[src/rtl/adsr_env_if.sv]
// Register-slot bus between a host and the ADSR envelope generator.
// The master drives the strobes, address and write data; the slave returns read data.
interface adsr_env_if;
  logic        cs;
  logic        read;
  logic        write;
  logic [4:0]  addr;
  logic [31:0] write_data;
  logic [31:0] read_data;

  modport master (
    output cs, read, write, addr, write_data,
    input  read_data
  );

  modport slave (
    input  cs, read, write, addr, write_data,
    output read_data
  );
endinterface

[src/rtl/adsr_env_io.sv]
// ADSR envelope generator with a register slot.
// A 32-bit amplitude accumulator drives a Q2.14 envelope output.
module adsr_env_io (
  input  logic        clk,
  input  logic        rst,
  adsr_env_if.slave   bus,
  output logic [15:0] env_out,
  output logic        idle
);

  typedef enum logic [2:0] {
    S_IDLE    = 3'd0,
    S_LAUNCH  = 3'd1,
    S_ATTACK  = 3'd2,
    S_DECAY   = 3'd3,
    S_SUSTAIN = 3'd4,
    S_RELEASE = 3'd5
  } state_t;

  localparam logic [31:0] AMP_MAX = 32'h8000_0000;

  logic [31:0] atk_step, dcy_step, sus_level, rel_step, sus_time;
  logic        bypass;
  state_t      state, state_nxt;
  logic [31:0] amp, amp_nxt;
  logic [31:0] sus_cnt, sus_cnt_nxt;
  logic [32:0] step_res;
  logic        wr_en, ctrl_wr, start, stop;
  logic        read_unused;

  // Each step function returns {phase_done, new_amp}.
  function automatic logic [32:0] atk_next(input logic [31:0] a, input logic [31:0] s);
    logic [32:0] sum;
    sum = {1'b0, a} + {1'b0, s};
    if (s == 32'd0 || sum >= {1'b0, AMP_MAX}) return {1'b1, AMP_MAX};
    return {1'b0, sum[31:0]};
  endfunction

  function automatic logic [31:0] sus_clamp(input logic [31:0] lvl);
    return (lvl > AMP_MAX) ? AMP_MAX : lvl;
  endfunction

  // A borrow out of the subtraction counts as falling below the sustain level.
  function automatic logic [32:0] dcy_next(input logic [31:0] a, input logic [31:0] s,
                                           input logic [31:0] lvl);
    logic [32:0] diff;
    logic [31:0] sus;
    sus  = sus_clamp(lvl);
    diff = {1'b0, a} - {1'b0, s};
    if (s == 32'd0 || diff[32] || diff[31:0] <= sus) return {1'b1, sus};
    return {1'b0, diff[31:0]};
  endfunction

  function automatic logic [32:0] rel_next(input logic [31:0] a, input logic [31:0] s);
    if (s == 32'd0 || a <= s) return {1'b1, 32'd0};
    return {1'b0, a - s};
  endfunction

  assign read_unused = bus.read;
  assign wr_en   = bus.cs & bus.write;
  assign ctrl_wr = wr_en && (bus.addr == 5'd5);
  assign start   = ctrl_wr & bus.write_data[0];
  assign stop    = ctrl_wr & bus.write_data[1];

  always_ff @(posedge clk or posedge rst) begin
    if (rst) begin
      atk_step  <= '0;
      dcy_step  <= '0;
      sus_level <= '0;
      rel_step  <= '0;
      sus_time  <= '0;
      bypass    <= 1'b1;
    end else if (wr_en) begin
      case (bus.addr)
        5'd0: atk_step  <= bus.write_data;
        5'd1: dcy_step  <= bus.write_data;
        5'd2: sus_level <= bus.write_data;
        5'd3: rel_step  <= bus.write_data;
        5'd4: sus_time  <= bus.write_data;
        5'd5: bypass    <= bus.write_data[2];
        default: ;
      endcase
    end
  end

  always_ff @(posedge clk or posedge rst) begin
    if (rst) begin
      state   <= S_IDLE;
      amp     <= '0;
      sus_cnt <= '0;
    end else begin
      state   <= state_nxt;
      amp     <= amp_nxt;
      sus_cnt <= sus_cnt_nxt;
    end
  end

  // Start has priority over everything, including a simultaneous stop.
  always_comb begin
    state_nxt   = state;
    amp_nxt     = amp;
    sus_cnt_nxt = sus_cnt;
    step_res    = '0;
    if (start) begin
      state_nxt = S_LAUNCH;
      amp_nxt   = '0;
    end else begin
      case (state)
        S_IDLE:   amp_nxt = '0;
        S_LAUNCH: state_nxt = S_ATTACK;
        S_ATTACK: begin
          if (stop) begin
            state_nxt = S_RELEASE;
          end else begin
            step_res = atk_next(amp, atk_step);
            amp_nxt  = step_res[31:0];
            if (step_res[32]) state_nxt = S_DECAY;
          end
        end
        S_DECAY: begin
          if (stop) begin
            state_nxt = S_RELEASE;
          end else begin
            step_res = dcy_next(amp, dcy_step, sus_level);
            amp_nxt  = step_res[31:0];
            if (step_res[32]) begin
              state_nxt   = S_SUSTAIN;
              sus_cnt_nxt = '0;
            end
          end
        end
        S_SUSTAIN: begin
          if (stop) begin
            state_nxt = S_RELEASE;
          end else begin
            sus_cnt_nxt = sus_cnt + 32'd1;
            // Compared at 33 bits so sus_time of 0 or 1 both give a single cycle.
            if ({1'b0, sus_cnt} + 33'd1 >= {1'b0, sus_time}) state_nxt = S_RELEASE;
          end
        end
        S_RELEASE: begin
          step_res = rel_next(amp, rel_step);
          amp_nxt  = step_res[31:0];
          if (step_res[32]) state_nxt = S_IDLE;
        end
        default: begin
          state_nxt = S_IDLE;
          amp_nxt   = '0;
        end
      endcase
    end
  end

  assign env_out = bypass ? 16'h4000 : {1'b0, amp[31:17]};
  assign idle    = (state == S_IDLE);

  always_comb begin
    bus.read_data = '0;
    case (bus.addr)
      5'd0: bus.read_data = atk_step;
      5'd1: bus.read_data = dcy_step;
      5'd2: bus.read_data = sus_level;
      5'd3: bus.read_data = rel_step;
      5'd4: bus.read_data = sus_time;
      5'd5: bus.read_data = {28'd0, bypass, state};
      5'd6: bus.read_data = {16'd0, env_out};
      default: bus.read_data = '0;
    endcase
  end

endmodule

[src/flat_wrapper.sv]
// flat-port wrapper written by rule: the top's interface ports become plain ports
module adsr_env_io_flat 
  (clk, rst, env_out, idle, bus_cs, bus_read, bus_write, bus_addr, bus_write_data, bus_read_data);
  adsr_env_if bus_i ();
  input  logic clk;
  input  logic rst;
  output logic [15:0] env_out;
  output logic idle;
  input wire logic [$bits(bus_i.cs)-1:0] bus_cs;
  input wire logic [$bits(bus_i.read)-1:0] bus_read;
  input wire logic [$bits(bus_i.write)-1:0] bus_write;
  input wire logic [$bits(bus_i.addr)-1:0] bus_addr;
  input wire logic [$bits(bus_i.write_data)-1:0] bus_write_data;
  output wire logic [$bits(bus_i.read_data)-1:0] bus_read_data;
  assign bus_i.cs = bus_cs;
  assign bus_i.read = bus_read;
  assign bus_i.write = bus_write;
  assign bus_i.addr = bus_addr;
  assign bus_i.write_data = bus_write_data;
  assign bus_read_data = bus_i.read_data;
  adsr_env_io u_core (.clk(clk), .rst(rst), .bus(bus_i), .env_out(env_out), .idle(idle));
endmodule
[config.mk]
export PLATFORM = sky130hd
export DESIGN_NAME = adsr_env_io_flat
export DESIGN_NICKNAME = d
export VERILOG_FILES = /design/src/rtl/adsr_env_if.sv /design/src/rtl/adsr_env_io.sv /design/src/flat_wrapper.sv
export SDC_FILE = /design/constraint.sdc
export NUM_CORES = 1
export LEC_CHECK = 0
export CAP_MARGIN = 20
export CORE_UTILIZATION = 55
export DETAILED_ROUTE_END_ITERATION = 10
export PLACE_DENSITY = 0.73
export SLEW_MARGIN = 5
export SYNTH_ARGS = -nofsm -noshare
export SYNTH_HDL_FRONTEND = slang
export SYNTH_SLANG_ARGS = --single-unit
[constraint.sdc]
create_clock -name clk -period 10 [get_ports clk]
set_input_delay 1.5 -clock clk [delete_from_list [all_inputs] [get_ports clk]]
set_output_delay 1.5 -clock clk [all_outputs]
set_load 0.05 [all_outputs]
# Word-level counts from Yosys, hierarchy flattened
# Index checks and enable logic that the tools add are counted.
[op_classes]
order_cmp = 5
mul = 0
n_addsub = 5
bitwise_logic = 4
n_div = 0
n_eq_ne = 22
reduce_logical = 21
shift = 0
n_mux = 45
[ops]
columns = ["operator", "n"]
rows = [
  ["$mux 33", 14],
  ["$mux 32", 7],
  ["$pmux 32 s7", 1],
  ["$pmux 32 s4", 1],
  ["$logic_not 32->1", 3],
  ["$le 32x32->1", 2],
  ["$pmux 32 s2", 1],
  ["$add 32x1->33 const B", 1],
  ["$add 32x32->33", 1],
  ["$ge 33x32->1", 1],
  ["$ge 33x32->1 const B", 1],
  ["$sub 32x32->33", 1],
  ["$add 32x1->32 const B", 1],
  ["$gt 32x32->1 const B", 1],
  ["$sub 32x32->32", 1],
  ["$mux 3", 8],
  ["$pmux 3 s6", 1],
  ["$eq 5x3->1 const B", 3],
  ["$mux 15", 1],
  ["$ne 4x1->1 const B", 3],
  ["$reduce_and 2->1", 6],
  ["$mux 1", 11],
  ["$eq 5x2->1 const B", 2],
  ["$reduce_and 5->1", 2],
  ["other kinds (17)", 28],
]
[word_totals]
latchBits = 0
mem_bits_rw = 0
register_bits = 228
mem_count = 0
out_inout_bits = 49
inputBits = 42
rom_bits = 0

# Logic depth before layout (Yosys ltp)
[logic_depth]
depth_word = 16
depth_mapped = 25
mapped_depth_nobuf = 23

# Least setup slack after synthesis
# OpenSTA, ideal clock, no wires.
[synth_timing]
kind = "input to output"
start = "input bus_addr[1]"
end = "output bus_read_data[0]"
setup_slack_ps = 4887
t_arrival_ps = 3613
stages = 5
path_buffers = 3
cell_sequence = "buf_2 > buf_1 > clkbuf_1 > mux2i_1 > o21ai_0"
[synth_between]
elab_chain_len = 2
elab_cells_between_ends = 8
classes_between = "eq/ne (6); mux (1); reduce/logical (1)"
[synth_rtl]
columns = ["element", "line", "source"]
rows = [
  ["from (decl)", "flat_wrapper.sv:12", "input wire logic [$bits(bus_i.addr)-1:0] bus_addr;"],
  ["$eq 5x3->1 (tied with other cells)", "adsr_env_io.sv:159", "case (bus.addr)"],
  ["$pmux 32 s7 *", "adsr_env_io.sv:159", ""],
  ["to (decl)", "flat_wrapper.sv:14", "output wire logic [$bits(bus_i.read_data)-1:0] bus_read_data;"],
]
# Mark *: on every way between the ends. The rest lies on a longest branch, timed or not.

# Worst setup path after layout
[layout_timing]
start = "input bus_addr[0]"
end = "output bus_read_data[13]"
# The elaborated chain is that of the path after synthesis.

==> impl_metrics.env <==
export IMPL_status="completed"
export IMPL_worstHoldPathCells=1
export IMPL_n_fill_cell=2897
export IMPL_syn_nets=2354
export IMPL_drv_slew=0
export IMPL_die_x_um=184.2
export IMPL_dr_total_vias=17201
export IMPL_clkPwrFrac_pct=32.5
export IMPL_ys_seq_area_share_pct=31.25
export IMPL_power_density_nw_per_um2=158.0
export IMPL_drt_iter0_drc=1776
export IMPL_max_stage_delay_ps=900
export IMPL_worst_path_buf_inv=2
export IMPL_cpMostUsedCell="clkdlybuf4s50_1"
export IMPL_grt_util_all_layers_pct=38.84
export IMPL_rsz0062_at_grt="false"
export IMPL_yosys_cell_types_count=89
export IMPL_antenna_found_initial=3
export IMPL_worst_pin_slew_ps=1014
export IMPL_clock_sinks=228
export IMPL_hp_start="u_core.sus_cnt[25]"
export IMPL_initial_utilization_pct=55.98
export IMPL_p_switching_mw=1.209
export IMPL_ys_flop_type="dfrtp_1"
export IMPL_cp_start_kind="input port"
export IMPL_relSlewSlack_pct=32.40
export IMPL_ys_warn_count=0
export IMPL_ctsResizeCount=0
export IMPL_arrival_ps=5170
export IMPL_holdPathEnd="u_core.sus_cnt[25]"
export IMPL_mostFrequentLayoutCell="nand2_1"
export IMPL_drcViolationCount=0
export IMPL_cp_required_ps=8500
export IMPL_hold_viol=0
export IMPL_synth_area_um2=18260
export IMPL_dr_pass1_iters=6
export IMPL_hold_path_class="reg2reg"
export IMPL_max_freq_ghz=0.1500
export IMPL_p_leak_nw=9.499
export IMPL_drive_gt1_share_pct=7.944
export IMPL_dp_hpwl_um=51410
export IMPL_finalSetupViolCount=0
export IMPL_rrSetupSlack_ps=3520
export IMPL_cp_cell_sequence="clkdlybuf4s50_1, nand2b_1, or3_1, nor2_1, a22oi_1, nand4_1, clkdlybuf4s50_1"
export IMPL_grt_overflow=0
export IMPL_synthCells=2148
export IMPL_rows=66
export IMPL_r2r_start="u_core.amp[0]"
export IMPL_syn_to_final_growth_pct=11.76
export IMPL_p_sw_share_pct=37.49
export IMPL_die_area_um2=33930
export IMPL_die_y_um=184.2
export IMPL_clkTransAtPathRegs_ps=60
export IMPL_drtAntennaViolNets=0
export IMPL_cts_post_setup_buffers_inserted=0
export IMPL_final_cell_mix="nand2_1, dfrtp_1, o21ai_0"
export IMPL_min_period_ps=6667
export IMPL_nets=2389
export IMPL_grt_max_degree=95
export IMPL_io_buffer_count=88
export IMPL_grt_pass1_vias=16249
export IMPL_fin_tns_setup_ps=0
export IMPL_path_class="in2out"
export IMPL_cts_tree="built"
export IMPL_cts_buffers=26
export IMPL_maxCapViolations=0
export IMPL_grt_pass1_wl_um=98310
export IMPL_clk_path_buf_depth=3
export IMPL_seqPwrFrac_pct=37.2
export IMPL_regToRegEndpoint="u_core.sus_cnt[10]"
export IMPL_max_vdd_ir_drop_mv=0.1257
export IMPL_async_reset_ff_share_pct=100.0
export IMPL_holdBufCountCts=0
export IMPL_internal_power_mw=2.016
export IMPL_fin_crit_sh_pct=66.67
export IMPL_critical_path_top_delay_family="buffers and inverters"
export IMPL_worstSkewPairLatency_ps=540
export IMPL_cpMaxStageDelayCell="clkdlybuf4s50_1"
export IMPL_cts_root_buffer="clkbuf_16"
export IMPL_worst_setup_path_end_kind="primary output"
export IMPL_syn_area_per_cell_um2=8.501
export IMPL_synth_enable_flop_cells=0
export IMPL_routed_wirelength_um=65750
export IMPL_finClkSkew_ps=10.29
export IMPL_reg2reg_depth=25
export IMPL_vias_per_cell=6.498
export IMPL_pwr_share_comb_pct=30.3
export IMPL_core_um2=32620
export IMPL_cp_max_fo=14
export IMPL_top_level_ports=91
export IMPL_setup_ws_ps=3333
export IMPL_pre_cts_slack_ps=3444
export IMPL_gp_congestion=1.025
export IMPL_synth_seq_cells=228
export IMPL_htreeDepth=1
export IMPL_post_drt_wl_per_cell_um=24.84
[logic make-up (layout without fill, tap and decap cells)]
group                      after synthesis  after routing  synth area share, %
xor gates and xnor gates               118            118                5.660
other                                    1              3              0.02054
adders and majority gates              164            164                11.36
and+or+nand+nor                        622            622                16.26
muxes                                   89             89                5.379
DFF                                    228            228                31.25
buffers and inverters                  231            286                5.009
AOI/OAI and AO/OA                      695            695                25.06
[flip-flops by register name (all words and copies together), names as in the netlist]
signal / cells
u_core.dcy_step: 32
u_core.bypass: 1
u_core.amp: 32
u_core.sus_time: 32
u_core.rel_step: 32
u_core.atk_step: 32
u_core.sus_cnt: 32
u_core.sus_level: 32
u_core.state: 3
[per-layer routing]
layer / vias up / track usage (%) / wire length [µm]
li1: 7936 / - / -
met1: 8253 / 56.00 / 28640
met2: 903 / 56.91 / 27440
met3: 109 / 8.595 / 7295
met4: 0 / 13.63 / 2375
met5: - / 0 / 0
[worst max-delay path by stage]
stage | slack (ps) | to | cells after the start | from
detailed placement | 3440 | bus_read_data[13] | 7 | bus_addr[0]
floorplan | 2250 | u_core.amp[0] | 1 | rst
CTS | 3460 | bus_read_data[13] | 7 | bus_addr[0]
finish | 3330 | bus_read_data[13] | 7 | bus_addr[0]
global route | 3150 | u_core.sus_cnt[28] | 25 | u_core.amp[0]
global placement | 3470 | bus_read_data[13] | 7 | bus_addr[0]
[synthesized netlist by cell type, types with 10 or more instances]
cell type	count	area [µm²]
o21bai_1	14	105.1
and2_1	19	118.9
nor2b_1	26	162.7
a22oi_1	49	367.9
clkbuf_1	77	289.0
a22o_1	30	262.8
a31oi_1	15	93.84
inv_1	129	484.2
nor2_1	82	307.8
nand4_1	45	281.5
o21a_1	16	120.1
nor4_1	39	244.0
mux2i_1	16	160.2
xor2_1	34	297.8
o211ai_1	17	127.6
xnor2_1	84	735.7
o21ai_0	206	1031
ha_1	161	2014
mux2_2	69	777.0
a21oi_1	146	730.7
nand3_1	40	200.2
nand2_1	274	1028
and3_1	27	168.9
nand2b_1	18	112.6
a221oi_1	24	210.2
o21ai_1	10	50.05
dfrtp_1	227	5680
o31ai_1	19	142.6
buf_2	15	75.07
nor3_1	25	125.1
a211oi_1	12	90.09
a21o_1	66	495.5
[power by group through the flow]
stage | Combinational (mW) | Sequential [mW] | Clock, mW
after floorplan | 0.659 | 1.13 | 0
after CTS | 0.957 | 1.19 | 1.05
after global placement | 0.930 | 1.20 | 0
final | 0.978 | 1.20 | 1.05
after global routing | 1.06 | 1.21 | 1.09
after detailed placement | 0.946 | 1.20 | 0
[cell type report]
| class | instances | area [µm²] | area share [%] |
|---|---|---|---|
| multi-input cells | 1689 | 11680 | 57.24 |
| flip-flops and latches | 228 | 5707 | 27.96 |
| repair buffers | 109 | 1033 | 5.064 |
| clock buffers | 37 | 773.2 | 3.789 |
| well taps | 442 | 553.0 | 2.710 |
| inverters | 129 | 491.7 | 2.409 |
| clock inverters | 11 | 162.7 | 0.7970 |
| diodes | 2 | 5.005 | 0.02452 |
[stage by stage]
step	instance area, µm²	utilization, %	power (mW)	hold WS (ps)	cells
2_1_floorplan	18260	-	1.787	477.7	2148
3_3_place_gp	19470	59.68	2.129	496.4	2597
3_5_place_dp	19470	59.68	2.150	507.9	2597
4_1_cts	20400	62.55	3.195	521.3	2645
5_1_grt	20400	62.55	3.356	561.2	2645
6_report	20410	62.57	3.225	521.2	2647
Power figures use the tool's default switching activity.
